[src/rtl/mem_if_pkg.sv]
// Shared definitions for the 512-bit line Memory masters (reader now, writer later).
package mem_if_pkg;

    localparam int LINE_W         = 512;
    localparam int WORD_W         = 32;
    localparam int ADDR_W         = 9;
    localparam int WORDS_PER_LINE = LINE_W / WORD_W;
    localparam int IDX_W          = $clog2(WORDS_PER_LINE);

    // Common transfer sequencing; the writer will walk the same states.
    typedef enum logic [2:0] {
        ST_IDLE   = 3'd0,
        ST_REQ    = 3'd1,
        ST_WAIT   = 3'd2,
        ST_STREAM = 3'd3,
        ST_DONE   = 3'd4
    } line_fsm_t;

endpackage

[src/rtl/line_serializer.sv]
// Holds one fetched line and presents it as 16 consecutive 32-bit words,
// lowest word first. The index only moves on an explicit advance, so the
// presented word stays put while the consumer stalls.
module line_serializer
    import mem_if_pkg::*;
(
    input  logic              clk,
    input  logic              rst_n,
    input  logic              load,
    input  logic              advance,
    input  logic [LINE_W-1:0] line_in,
    output logic [WORD_W-1:0] word,
    output logic              eol
);

    logic [LINE_W-1:0] r_line;
    logic [IDX_W-1:0]  r_idx;
    logic [WORD_W-1:0] w_words [WORDS_PER_LINE];

    // Line capture and word index; a load always restarts at word 0.
    always_ff @(posedge clk) begin
        if (!rst_n) begin
            r_line <= '0;
            r_idx  <= '0;
        end else if (load) begin
            r_line <= line_in;
            r_idx  <= '0;
        end else if (advance) begin
            r_idx  <= r_idx + 1'b1;
        end
    end

    // Slice the line into its words so the output is a plain index mux.
    generate
        for (genvar gi = 0; gi < WORDS_PER_LINE; gi++) begin : g_word
            assign w_words[gi] = r_line[gi*WORD_W +: WORD_W];
        end
    endgenerate

    assign word = w_words[r_idx];
    assign eol  = (r_idx == IDX_W'(WORDS_PER_LINE - 1));

endmodule

[src/rtl/mem_line_reader.sv]
// Read master for the line Memory: fetches line_count lines starting at
// base_addr (stepping by ADDR_STRIDE with 9-bit wrap) and streams each line
// out as 16 words on a valid/ready interface. No prefetch: the next line is
// only requested once the last word of the current one is accepted.
module mem_line_reader
    import mem_if_pkg::*;
#(
    parameter int ADDR_STRIDE = 16,
    parameter int MEM_LAT     = 1
) (
    input  logic              clk,
    input  logic              rst_n,
    input  logic              start,
    input  logic [ADDR_W-1:0] base_addr,
    input  logic [ADDR_W-1:0] line_count,
    output logic              busy,
    output logic              done,
    output logic [ADDR_W-1:0] mem_address,
    output logic              mem_we,
    output logic              mem_oe,
    input  logic [LINE_W-1:0] mem_dout,
    output logic [WORD_W-1:0] word_data,
    output logic              word_valid,
    input  logic              word_ready,
    output logic              word_eol,
    output logic              word_last
);

    localparam logic [ADDR_W-1:0] STRIDE_V = ADDR_W'(ADDR_STRIDE);
    localparam logic [3:0]        LAT_LAST = 4'(MEM_LAT - 1);

    line_fsm_t         r_state, w_state_next;
    logic [ADDR_W-1:0] r_cur_addr, w_cur_addr_next;
    logic [ADDR_W-1:0] r_lines_left, w_lines_left_next;
    logic [ADDR_W-1:0] r_mem_address, w_mem_address_next;
    logic [3:0]        r_wait_cnt, w_wait_cnt_next;
    logic              w_load;
    logic              w_advance;
    logic              w_eol;
    logic              w_valid;

    // State, address and line counters.
    always_ff @(posedge clk) begin
        if (!rst_n) begin
            r_state       <= ST_IDLE;
            r_cur_addr    <= '0;
            r_lines_left  <= '0;
            r_mem_address <= '0;
            r_wait_cnt    <= '0;
        end else begin
            r_state       <= w_state_next;
            r_cur_addr    <= w_cur_addr_next;
            r_lines_left  <= w_lines_left_next;
            r_mem_address <= w_mem_address_next;
            r_wait_cnt    <= w_wait_cnt_next;
        end
    end

    // Next-state, counter updates and state-decoded outputs.
    always_comb begin
        w_state_next       = r_state;
        w_cur_addr_next    = r_cur_addr;
        w_lines_left_next  = r_lines_left;
        w_mem_address_next = r_mem_address;
        w_wait_cnt_next    = r_wait_cnt;
        w_load             = 1'b0;
        w_advance          = 1'b0;
        busy               = (r_state != ST_IDLE);
        done               = (r_state == ST_DONE);
        mem_oe             = (r_state == ST_REQ);
        w_valid            = (r_state == ST_STREAM);

        case (r_state)
            ST_IDLE: begin
                if (start) begin
                    w_cur_addr_next   = base_addr;
                    w_lines_left_next = line_count;
                    if (line_count == '0) begin
                        w_state_next = ST_DONE;
                    end else begin
                        // The address register only moves when heading into
                        // REQ, so it holds its last value everywhere else.
                        w_mem_address_next = base_addr;
                        w_state_next       = ST_REQ;
                    end
                end
            end
            ST_REQ: begin
                w_wait_cnt_next = '0;
                w_state_next    = ST_WAIT;
            end
            ST_WAIT: begin
                if (r_wait_cnt == LAT_LAST) begin
                    w_load       = 1'b1;
                    w_state_next = ST_STREAM;
                end else begin
                    w_wait_cnt_next = r_wait_cnt + 4'd1;
                end
            end
            ST_STREAM: begin
                if (word_ready) begin
                    if (!w_eol) begin
                        w_advance = 1'b1;
                    end else if (r_lines_left == ADDR_W'(1)) begin
                        w_state_next = ST_DONE;
                    end else begin
                        w_cur_addr_next    = r_cur_addr + STRIDE_V;
                        w_mem_address_next = r_cur_addr + STRIDE_V;
                        w_lines_left_next  = r_lines_left - ADDR_W'(1);
                        w_state_next       = ST_REQ;
                    end
                end
            end
            ST_DONE: begin
                w_state_next = ST_IDLE;
            end
            default: begin
                w_state_next = ST_IDLE;
            end
        endcase
    end

    line_serializer u_ser (
        .clk     (clk),
        .rst_n   (rst_n),
        .load    (w_load),
        .advance (w_advance),
        .line_in (mem_dout),
        .word    (word_data),
        .eol     (w_eol)
    );

    assign mem_address = r_mem_address;
    assign mem_we      = 1'b0;
    assign word_valid  = w_valid;
    assign word_eol    = w_valid & w_eol;
    assign word_last   = w_valid & w_eol & (r_lines_left == ADDR_W'(1));

endmodule
[config.mk]
export PLATFORM = sky130hd
export DESIGN_NAME = mem_line_reader
export DESIGN_NICKNAME = d
export VERILOG_FILES = /design/src/rtl/mem_if_pkg.sv /design/src/rtl/line_serializer.sv /design/src/rtl/mem_line_reader.sv
export SDC_FILE = /design/constraint.sdc
export NUM_CORES = 1
export LEC_CHECK = 0
export ABC_CLOCK_PERIOD_IN_PS = 2200
export CORE_MARGIN = 3
export CORE_UTILIZATION = 48
export DETAILED_ROUTE_END_ITERATION = 16
export PLACE_DENSITY = 0.82
export SYNTH_ARGS = -nofsm -noshare
export SYNTH_HDL_FRONTEND = slang
export SYNTH_SLANG_ARGS = --single-unit
[constraint.sdc]
create_clock -name clk -period 2.2 [get_ports clk]
set_input_delay 0.22 -clock clk [delete_from_list [all_inputs] [get_ports clk]]
set_output_delay 0.22 -clock clk [all_outputs]
set_load 0.02 [all_outputs]
==> results of run 1 <==
==> per-stage QoR <==
stage | utilization, % | setup TNS [ns] | hold slack (ns)
floorplan | - | 0 | 0.356
global placement | 64.1 | -9.12 | 0.439
detailed placement | 64.1 | -10.55 | 0.445
CTS | 69.9 | -20.37 | 0.140
global route | 71.0 | -24.92 | 0.156
finish | 71.0 | -20.57 | 0.164
==> final cells by class <==
| type | instances | area share, % |
|---|---|---|
| Clock buffer | 76 | 4.72 |
| Antenna cell | 15 | 0.109 |
| Clock inverter | 23 | 0.894 |
| Tap cell | 656 | 2.39 |
| Multi-Input combinational cell | 1986 | 35.3 |
| Inverter | 8 | 0.109 |
| Timing Repair Buffer | 786 | 24.3 |
| Sequential cell | 550 | 32.2 |
==> where the power goes <==
| part | internal [mW] | switching, mW | total, mW | leakage (nW) |
|---|---|---|---|---|
| combinational | 4.48 | 5.44 | 9.91 | 6.71 |
| sequential | 11.6 | 1.23 | 12.9 | 4.48 |
| clock | 5.94 | 4.06 | 10.0 | 0.953 |
| total | 22.1 | 10.7 | 32.8 | 12.1 |
==> cells in the final DEF, fill, tap and decap left out, types with 15 or more instances in the layout <==
cell type           n
nand2_1          1060
dfxtp_1           543
nor2b_1            29
clkbuf_16          57
nor2_1             16
buf_4             138
buf_12             60
mux4_2            128
diode_2            15
a211oi_2           32
clkdlybuf4s50_1   542
mux2i_1            37
a21oi_1           536
buf_6              26
==> worst max path at each step <==
stage,start,end
global route,u_ser.r_idx[0],word_data[26]
finish,u_ser.r_idx[0],word_data[26]
floorplan,u_ser.r_idx[0],word_data[13]
CTS,u_ser.r_idx[0],word_data[28]
global placement,u_ser.r_idx[0],word_data[28]
detailed placement,u_ser.r_idx[0],word_data[28]
==> layer usage <==
layer | global-route usage, % | share of wire [%] | vias up
met2 | 52.7 | 46 | 1548
met3 | 8.11 | 11 | 235
li1 | - | - | 10600
met4 | 12.9 | 4.2 | 0
met5 | 0 | 0 | -
met1 | 43.9 | 39 | 11300
==> timing repair <==
item                       4_1_cts  5_1_grt
gates cloned                    10        1
setup buffers                   29       18
hold buffers                     0        0
pin swaps                       22       29
setup endpoints to repair       39       64
resized for setup              254       71
==> worst max-delay path: cells and delay by family, from the launching register on <==
| kind | cells | cell delay [ns] |
|---|---|---|
| AO/OA/AOI/OAI | 1 | 0.13 |
| multiplexers | 2 | 0.72 |
| buffers and inverters | 6 | 0.82 |
| flip-flops | 1 | 0.37 |
==> kinds of logic (layout without fill, tap and decap cells) <==
| family | count (synthesis) | after routing |
|---|---|---|
| AO/OA/AOI/OAI | 631 | 631 |
| XOR/XNOR | 6 | 6 |
| adder cells (fa/ha/maj) | 6 | 6 |
| buffers and inverters | 240 | 893 |
| flip-flops | 550 | 550 |
| multiplexers | 185 | 185 |
| other | 1 | 16 |
| AND/OR/NAND/NOR | 1157 | 1157 |
==> flip-flops by register name, summed over array words and instances, names as in the netlist <==
register      flops
r_cur_addr        9
r_wait_cnt        4
r_state           3
u_ser.r_idx       4
r_lines_left      9
u_ser.r_line    512
mem_address       9
==> qor.csv, run 1 <==
stage;metric;value;unit
run_status;status;finished with violations;
run_status;violations;setup timing;
synthesis;ys_seq_area_share;46.2;%
final_layout;area_growth;44.0;%
worst_hold_path;hold_path_class;in -> reg;
synthesis;synth_xor_area_share;0.221;%
final_layout;fin_nets;3926;
synthesis;synthSimpleGateAreaFrac;19.2;%
synthesis;synth_fa_ha_area_share;0.315;%
global_route;grt_pass1_wl;136000;µm
routing;drtIter0Drc;2970;
clock_tree;root_buffer;clkbuf_16;
die;die_y;229;µm
sta;final-setup-viol-count;60;
die;design.core.area;48300;µm²
setup_path;path_cells;buf_6 -> buf_12 -> buf_12 -> buf_16 -> buf_4 -> mux4_2 -> mux2i_1 -> a21oi_1 -> buf_4;
sta;max_slew_margin;63.4;%
routing;wire_per_inst;22.3;µm
synthesis;synth-main-ff-cell;dfxtp_1;
die;start_util;49.3;%
clock_tree;cts_max_path_buffers;3;
routing;detail-route-antenna-nets;0;
routing;routed_via_density;5.79;
worst_hold_path;min_from;mem_dout[486];
synthesis;ys_top_cells_by_count;nand2_1 (1061), a21oi_1 (551), dfxtp_1 (550), mux4_2 (128), clkbuf_1 (94);
die;die_area;52300;µm²
power;totalPowerFinal;32.8;mW
global_route;grt.overflow.total;0;
placement;placed_cells;3931;
clock_tree;clk_latency;0.61;ns
setup_path;r2r-end;r_lines_left[5];
power;power_density;956;nW/µm²
global_route;grt_start_max_net_pins;105;
worst_hold_path;hold_depth;3;
synthesis;postSynth.asyncResetShare;0;%
setup_path;worstPathArrival;2.65;ns
setup_path;start_kind;register;
placement;pre_cts_slack;-0.470;ns
final_layout;multiInputGateArea;12100;µm²
worst_hold_path;hold_end;u_ser.r_line[486];
setup_path;reg2regPathDepth;12;
sta;setup_slack;-0.673;ns
sta;rsz0062_at_grt;yes;
synthesis;syn_nets;3316;
synthesis;synth-edff-count;0;
synthesis;synth_mux_area_share;14.5;%
routing;drc;0;
die;num_rows;80;
setup_path;slowest_delay;0.50;ns
routing;vias;23700;
sta;post-route-period-util;131;%
synthesis;synth_top_family_by_area;simple AND/OR/NAND/NOR gates;
die;die_x;229;µm
setup_path;r2r_start;u_ser.r_idx[0];
setup_path;critical_path_class;reg -> out;
routing;drt_pass1_iterations;6;
sta;final.setup_skew;0.0211;ns
synthesis;yosysTopAreaCell;dfxtp_1;
setup_path;critPathRequiredTime;1.98;ns
placement;portBuffers;580;
placement;hpwl;64300;µm
sta;tightestPinTransition;0.544;ns
final_layout;num-fill-cells;3376;
run;drv_cap;0;
global_route;antenna_found_initial;15;
setup_path;cp-end-kind;primary output;
global_route;first_global_vias;23300;
clock_tree;clock_sinks;550;
synthesis;syn_area;23800;µm²
power;peakVddDrop;0.604;mV
synthesis;netlist_instances;2776;
synthesis;synth_compound_area_share;14.2;%
final_layout;drive_gt1_share;16.5;%
setup_path;crit_slowest_cell;mux4_2;
synthesis;yosys-top-cells-area;dfxtp_1 (46%), nand2_1 (17%), mux4_2 (12%);
final_layout;fin_cells;4100;
sta;slew_viol_final;0;
die;pin_count;582;
setup_path;path_max_fanout;5;
sta;hold_viol;0;
placement;placed_area;31000;µm²
clock_tree;numCtsBuffers;54;
synthesis;synth_area_per_cell;8.58;µm²
sta;fin_crit;2.87;ns
synthesis;synth.most_common_cell;nand2_1;
sta;fmax;348;MHz
synthesis;synth_top_cell_area_share;46.2;%
placement;place_congestion;0.949;
synthesis;ys_seq_elements;550;
global_route;grtUsageTotal;33.2;%
clock_tree;clk_pin_slew;0.07;ns
power;p_leak;12.1;nW
final_layout;regArea;11000;µm²
setup_path;reg2reg_slack;-0.16;ns
routing;wirelength;91500;µm
clock_tree;htreeDepth;2;
final_layout;fin_area;34300;µm²
synthesis;yosysWarningCount;0;
clock_tree;cts_tree;done;
synthesis;ys_types;62;
No activity file was read; power rests on OpenSTA's default activity.
==> inputs of run 2 (changes only) <==
--- a/config.mk
+++ b/config.mk
@@ -6,7 +6,7 @@
 export NUM_CORES = 1
 export LEC_CHECK = 0
 export ABC_CLOCK_PERIOD_IN_PS = 2200
-export CORE_MARGIN = 3
+export CORE_MARGIN = 1.5
 export CORE_UTILIZATION = 48
 export DETAILED_ROUTE_END_ITERATION = 16
 export PLACE_DENSITY = 0.82
==> qor.csv, run 2 (synthesis gave the netlist of run 1 again) <==
stage;metric;value;unit;change
run_status;status;finished with violations;;unchanged
run_status;violations;setup timing;;unchanged
clock_tree;root_buffer;clkbuf_16;;unchanged
global_route;grt.overflow.total;0;;unchanged
routing;drc;0;;unchanged
final_layout;final_util;68.7;%;was 71.0%
routing;wl_met2;38200;µm;was 42000 µm
die;die_area;51000;µm²;was 52300 µm²
sta;hold_viol;0;;unchanged
placement;place_congestion;0.952;;was 0.949
setup_path;critical_path_class;reg -> out;;unchanged
sta;fin_crit;2.81;ns;was 2.87 ns
global_route;grt_start_max_net_pins;142;;was 105
final_layout;layout_common_cells;nand2_1 (1060), dfxtp_1 (546), a21oi_1 (545);;was nand2_1 (1060), dfxtp_1 (543), clkdlybuf4s50_1 (542)
routing;wirelength;85600;µm;was 91500 µm
final_layout;drive_gt1_share;14.7;%;was 16.5%
clock_tree;clk_pin_slew;0.06;ns;was 0.07 ns
setup_path;start_kind;register;;unchanged
setup_path;worstPathArrival;2.59;ns;was 2.65 ns
sta;max_slew_margin;49.7;%;was 63.4%
sta;final-setup-viol-count;61;;was 60
clock_tree;hold_buffers;0;;unchanged
sta;post-route-period-util;128;%;was 131%
routing;drt_pass1_iterations;6;;unchanged
routing;highest_layer;met5;;was met4
global_route;first_global_vias;21700;;was 23300
sta;holdWs;0.156;ns;was 0.164 ns
clock_tree;numCtsBuffers;55;;was 54
final_layout;fin_cells;4060;;was 4100
sta;rsz0062_at_grt;yes;;unchanged
placement;placed_cells;3910;;was 3931
power;power_density;976;nW/µm²;was 956 nW/µm²
sta;fin_tns_setup;-21.77;ns;was -20.57 ns
clock_tree;cts_max_path_buffers;3;;unchanged
final_layout;area_growth;41.3;%;was 44.0%
routing;m1WireLength;34700;µm;was 35900 µm
die;die_x;226;µm;was 229 µm
die;num_rows;81;;was 80
sta;setup_slack;-0.614;ns;was -0.673 ns
routing;detail-route-antenna-nets;0;;unchanged
setup_path;critPathRequiredTime;1.98;ns;about the same
final_layout;largest_register_ff_count;512;;unchanged
setup_path;path_buf_inv;4;;was 6
sta;fmax;355;MHz;was 348 MHz
final_layout;fin_nets;3878;;was 3926
setup_path;path_cells;buf_12 -> buf_12 -> mux4_2 -> nor2b_1 -> a211oi_2 -> buf_4 -> a21oi_1 -> buf_4;;was buf_6 -> buf_12 -> buf_12 -> buf_16 -> buf_4 -> mux4_2 -> mux2i_1 -> a21oi_1 -> buf_4
final_layout;layout.cells.most_common;nand2_1;;unchanged
setup_path;cp-end-kind;primary output;;unchanged
die;start_util;48.7;%;was 49.3%
setup_path;slowest_delay;0.52;ns;was 0.50 ns
sta;tightestPinTransition;0.755;ns;was 0.544 ns
power;p_leak;11.8;nW;was 12.1 nW
die;die_y;226;µm;was 229 µm
power;peakVddDrop;0.578;mV;was 0.604 mV
clock_tree;cts_tree;done;;unchanged
setup_path;path_max_fanout;13;;was 5
routing;routed_via_density;5.69;;was 5.79
routing;drtIter0Drc;2808;;was 2970
placement;portBuffers;580;;unchanged
sta;final.setup_skew;0.0253;ns;was 0.0211 ns
final_layout;largest-register;u_ser.r_line;;unchanged
routing;vias;23100;;was 23700
sta;slew_viol_final;0;;unchanged
global_route;grt_pass1_wl;124000;µm;was 136000 µm
setup_path;crit_slowest_cell;mux4_2;;unchanged
die;design.core.area;49000;µm²;was 48300 µm²
setup_path;critPathTopFamily;buffers and inverters;;unchanged
worst_hold_path;hold_path_class;in -> reg;;unchanged
die;pin_count;582;;unchanged
run;drv_cap;0;;unchanged
routing;wire_per_inst;21.1;µm;was 22.3 µm
global_route;grtUsageTotal;31.9;%;was 33.2%
clock_tree;clk_latency;0.61;ns;about the same
routing;met3_length;9190;µm;was 9790 µm
placement;hpwl;59800;µm;was 64300 µm
final_layout;num-fill-cells;3640;;was 3376
clock_tree;clock_sinks;550;;unchanged
clock_tree;htreeDepth;2;;unchanged
global_route;antenna_found_initial;10;;was 15
==> run 2: final timing paths <==
kind	start	end	slack (ns)	depth (start not counted)
max	u_ser.r_idx[0]	word_data[30]	-0.61	8
max reg2reg	u_ser.r_idx[0]	r_lines_left[3]	-0.24	11
min reg2reg	u_ser.r_line[119]	u_ser.r_line[119]	0.45	2
min	mem_dout[88]	u_ser.r_line[88]	0.16	3
==> run 2: per-stage QoR <==
step | power [mW] | area (µm²) | worst slack [ns]
global route | 34.2 | 33600 | -0.675
CTS | 32.3 | 33200 | -0.710
finish | 32.8 | 33700 | -0.614
floorplan | 18.2 | 23800 | 0.262
global placement | 21.7 | 30700 | -0.403
detailed placement | 21.8 | 30700 | -0.447
==> run 2: what timing repair did <==
item / 4_1_cts / 5_1_grt
gates cloned: 5 / 4
buffers inserted: 18 / 11
pin swaps: 21 / 19
gates resized for setup: 217 / 80
setup endpoints to repair: 65 / 61
==> run 2: layout make-up <==
type                    instances  area, µm²  share of cell area (%)
clock buffers                  77       1610                    4.79
inverters                       8       37.5                   0.112
multi-input cells            1986      12100                    35.8
flip-flops and latches        550      11000                    32.8
repair buffers                737       7680                    22.8
clock inverters                25        375                    1.12
well taps                     664        831                    2.47
diodes                         13       32.5                  0.0967
==> run 2: layer usage <==
metal  track usage (%)  vias up
li1                  -    10600
met1              43.9    10900
met2              48.6     1465
met3              6.60      224
met4              13.7        2
met5                 0        -
==> run 2: worst register-to-register path, cell delays in order, from the launching register on <==
cell	delay [ns]
dfxtp_4	0.36
buf_4	0.12
buf_12	0.13
buf_8	0.12
buf_12	0.12
buf_8	0.11
ha_4	0.15
nand3_4	0.10
buf_6	0.15
a311o_2	0.43
a221oi_1	0.40
o32ai_2	0.13
==> run 2: where the power goes <==
group	switching (mW)	leakage, nW	internal (mW)
clock network	4.09	0.967	6.18
registers	1.17	4.48	11.6
logic	5.37	6.40	4.40
